==> src/rtl/gpio_button_capture.sv <==
// gpio_button_capture: synchronised, debounced push-buttons with sticky press flags and a status read port
// Optional registered level interrupt when BTN_IRQ_EN is defined; otherwise irq is tied low.
module gpio_button_capture #(
  parameter int WIDTH = 4,
  parameter int DEBOUNCE_CYCLES = 500000,
  parameter int CNT_W = 19
) (
  input  logic             clk,
  input  logic             rst,
  input  logic [WIDTH-1:0] btn_raw,
  input  logic             rd_en,
  input  logic [WIDTH-1:0] clr,
  output logic [15:0]      rd_data,
  output logic [WIDTH-1:0] btn_level,
  output logic [WIDTH-1:0] btn_pending,
  output logic             irq
);
  localparam logic [CNT_W-1:0] LAST = CNT_W'(DEBOUNCE_CYCLES - 1);
  logic [WIDTH-1:0] s0, s1, lvl, pending, done, rise;
  logic [CNT_W-1:0] cnt [WIDTH];
  always_comb begin
    done = '0;
    for (int i = 0; i < WIDTH; i++) done[i] = (s1[i] != lvl[i]) && (cnt[i] == LAST);
    rise = done & s1;
  end
  // set beats clear so a press landing on a clear pulse is never lost
  always_ff @(posedge clk)
    if (!rst) begin
      s0      <= '0;
      s1      <= '0;
      lvl     <= '0;
      pending <= '0;
      rd_data <= '0;
      for (int i = 0; i < WIDTH; i++) cnt[i] <= '0;
    end else begin
      s0      <= btn_raw;
      s1      <= s0;
      lvl     <= lvl ^ done;
      pending <= rise | (pending & ~clr);
      if (rd_en) rd_data <= {8'h00, 8'(pending), 8'(lvl)};
      for (int i = 0; i < WIDTH; i++)
        cnt[i] <= (s1[i] == lvl[i] || done[i]) ? '0 : cnt[i] + CNT_W'(1);
    end
`ifdef BTN_IRQ_EN
  always_ff @(posedge clk)
    if (!rst) irq <= 1'b0;
    else irq <= |pending;
`else
  assign irq = 1'b0;
`endif
  assign btn_level   = lvl;
  assign btn_pending = pending;
endmodule

==> config.mk <==
export PLATFORM = sky130hd
export DESIGN_NAME = gpio_button_capture
export DESIGN_NICKNAME = d
export VERILOG_FILES = /design/src/rtl/gpio_button_capture.sv
export SDC_FILE = /design/constraint.sdc
export NUM_CORES = 1
export LEC_CHECK = 0
export CORE_UTILIZATION = 52
export CTS_CLUSTER_DIAMETER = 30
export CTS_CLUSTER_SIZE = 40
export DETAILED_ROUTE_END_ITERATION = 12
export GPL_ROUTABILITY_DRIVEN = 0
export PLACE_DENSITY = 0.83
export RECOVER_POWER = 25
export SYNTH_ARGS = -nofsm -noshare
export SYNTH_HDL_FRONTEND = slang
export SYNTH_SLANG_ARGS = --single-unit
==> constraint.sdc <==
create_clock -name clk -period 2.12 [get_ports clk]
set_input_delay 0.212 -clock clk [delete_from_list [all_inputs] [get_ports clk]]
set_output_delay 0.212 -clock clk [all_outputs]
set_load 0.03 [all_outputs]
-- After elaboration in Yosys (flattened, before gate mapping)
Memory sizes are Yosys's and may differ from the RTL's.
Cells that the tools add are included.
Widths: inputs -> output; s select.
- flip-flop bits (word level): 24
- memory bits (writable): 76
- output and inout bits: 25
- word-level logic and storage cells: 49
- memories: 1
- memory list (memory ; words ; width ; rd ports ; clocked after memory_dff ; wr ports ; RTL line ; text):
    cnt ; 4 ; 19 ; 4 ; 0 ; 4 ; 20 ; logic [CNT_W-1:0] cnt [WIDTH];
- add/subtract/negate cells: 4
- equality and inequality tests: 12
- multiplexer cells: 10
- bitwise gates (word level): 9
- reductions and logical operators: 8
- operators with widths (kind ; count):
    $mux 19 ; 8
    $add 19x1->19 const B ; 4
    $eq 19x19->1 const B ; 4
    $and 4x4->4 ; 2
    $eq 1x1->1 ; 4
    $logic_and 1x1->1 ; 4
    $logic_or 1x1->1 ; 4
    $ne 1x1->1 ; 4
    $not 4->4 ; 1
    $or 1x1->1 ; 4
    $or 4x4->4 ; 1
    $xor 4x4->4 ; 1
    $mux 1 ; 2

-- Longest topological paths before layout
An unclocked memory read counts as a cell.
- depth in word-level cells: 6
- depth in mapped cells: 7

-- Least setup slack after synthesis
Ideal clock, no wire load.
- kind: reg2reg
- start point: memory cnt[1][9] (netlist: cnt[0][28])
- end point: memory cnt[1][12] (netlist: cnt[0][31])
- arrival: 1.894 ns
- data required time: 2.005 ns
- setup slack: 0.111 ns
- stages on the path, launching flop included: 6
- path buffers: 1
- clock period less this slack: 2.009 ns
- path through: dfxtp_1 -> or4_1 -> or4_4 -> o211ai_4 -> buf_8 -> nor2_1
- RTL lines (what ; RTL line):
    start: declaration ; 20

==> out/results.txt <==
core area: 8180 µm²
area leader, netlist: dfxtp_1
largest vdd supply drop: 0.353 mV
Worst Path Max Fanout: 19
crit path DAT: 2270 ps
Period Utilization, post-route: 0.953
flops & latches, synth: 100
post-layout util: 0.603
pin count of the biggest net entering global routing: 20
Root Buffer: clkbuf_8
# port buffers: 26
top cell type's share of synthesized area: 0.459
vias post-DR: 3460
# diodes: 0
type of the worst setup path: register to register
worst slew pin tran: 541 ps
CTS tree: yes
CTS Hold Buffers Added: 0
# IOs: 36
count leader, synth: dfxtp_1
1st-iter DRT viols: 88
Routed Antenna Nets: 0
endpoints failing setup: 0
vias in the first global route: 3191
# rows: 33
outcome: finished clean
via-per-instance ratio: 5.49
Worst Hold Class: primary input to register
first-pass GRT wire length: 13.9 mm
drt pass-1 iters: 4
clock latency on the worst-skew pair: 360 ps
CTS clk-pin slew, worst paths: 90 ps
final cell count without fillers: 630
Final Hold Fails: 0
nets: 535
WP data required: 2370 ps
layout cells sized above 1: 0.0514
WHS: 429 ps
Clock Tree Buf Depth: 2
Period minus WS final: 2020 ps
synthesis-to-finish area growth: 12.9%
Post-synth EDFFs: 0
initial antenna violation count: 0
startpoint types: register
Avg WL per Cell: 13.2 µm
Post-synth top cells: 100 x dfxtp_1, 74 x nor2_1, 33 x nand3_1
maximum clock rate: 495 MHz
LEAKAGE: 1.58 nW
area of the mapped netlist: 4360 µm²
Post-CTS Resized: 0
post-synthesis cell type count: 42
die span in y: 93.6 µm
placed cells: 614
Post-DP HPWL: 5.97 mm
ys flop type: dfxtp_1
die width: 93.6 µm
Initial Utilization: 0.534
yosys warns: 0
final slew viol count: 0
# H-tree levels: 3
average size of a mapped cell: 8.96 µm²
max capacitance violation total: 0
setup TNS: 0 ps
Max transition margin: 0.638
crit end category: register
total congestion overflow: 0
total wire length: 8.30 mm
GRT Resource Usage Total: 0.199
Async S/R FF share, synth: 0
clock skew after layout: 11.3 ps
# DRC: 0
Pwr per Cell Area: 644 nW/µm²
full die area: 8760 µm²
CTS Sinks: 100
part of the Yosys area used for sequential elements: 0.459
clock buffer count from CTS: 9
top post-synthesis cells by area: dfxtp_1 46%, nor2_1 6.4%, xnor2_1 6.0%, xor2_1 5.2%, nand3_1 3.8%
Setup Buffers After CTS: 0
Post-Syn Instances: 487
RSZ-0062 raised after global routing: no
-- cell usage in the layout, fill, tap and decap left out, drive strengths merged, types with 7 or more instances in the layout --
| master | count |
|---|---|
| o21ai | 11 |
| nand4 | 21 |
| and3 | 9 |
| o31ai | 7 |
| and4 | 9 |
| clkdlybuf4s50 | 18 |
| xor2 | 26 |
| or4 | 11 |
| or3 | 8 |
| dfxtp | 100 |
| clkbuf | 16 |
| mux2i | 8 |
| nor2 | 74 |
| conb | 9 |
| a21oi | 23 |
| and2 | 11 |
| nor4 | 13 |
| nand2 | 21 |
| nand3 | 33 |
| inv | 11 |
| xnor2 | 30 |
| nor3 | 7 |
| dlygate4sd3 | 8 |
-- cells by family after synthesis --
kind of cell    share of synthesized area
compound gates                     0.0671
xor+xnor                            0.112
fa+ha+maj                          0.0115
buf+inv                            0.0387
flops                               0.459
mux                                0.0184
other cells                      0.000860
simple gates                        0.292
-- report_power, final --
part           switching [W]  total [W]  leakage (nW)  internal (W)
registers         0.00000628    0.00189         0.807       0.00189
clock network       0.000614    0.00120        0.0938      0.000582
logic              0.0000534  0.0000844         0.682     0.0000310
-- per-stage QoR --
stage | total power (W) | setup slack (ps) | area (µm²)
floorplan | 0.00200 | 111 | 4390
global placement | 0.00202 | 176 | 4740
detailed placement | 0.00202 | 115 | 4740
CTS | 0.00321 | 112 | 4940
global route | 0.00328 | 17.6 | 4930
finish | 0.00317 | 101 | 4930
-- area by class of cell --
type	instances	area (µm²)
tap	105	131
clock buffer	13	149
timing repair buffer	35	330
multi-input combinational	362	2220
sequential	100	2000
fill	704	3250
inverter	12	45.0
clock inverter	3	46.3
-- path summary, 6_finish.rpt --
kind	start	endpoint	slack, ps	depth (start not counted)
setup / recovery	cnt[0][31]	cnt[0][28]	100	5
hold / removal	btn_raw[3]	s0[3]	430	2
setup reg to reg	cnt[0][31]	cnt[0][28]	100	5
hold reg to reg	s0[2]	s1[2]	450	1
-- sequential cells by signal (all words and copies together), names as in the netlist, named ones only --
name         cells
cnt             76
s0               4
rd_data          8
btn_pending      4
s1               4
-- worst max-delay path, stage by stage, from the launching register on --
cell	delay, ps
dfxtp_1	350
or4_1	560
or4_4	580
o211ai_4	190
buf_12	170
nor2_1	60
-- layer usage --
layer | GRT usage | vias to the layer above | share of wire
li1 | - | 1769 | -
met1 | 0.230 | 1619 | 0.45
met2 | 0.358 | 57 | 0.50
met3 | 0.0455 | 15 | 0.030
met4 | 0.0705 | 0 | 0.015
met5 | 0 | - | 0
Note: power is estimated with default switching activity, not from simulation.
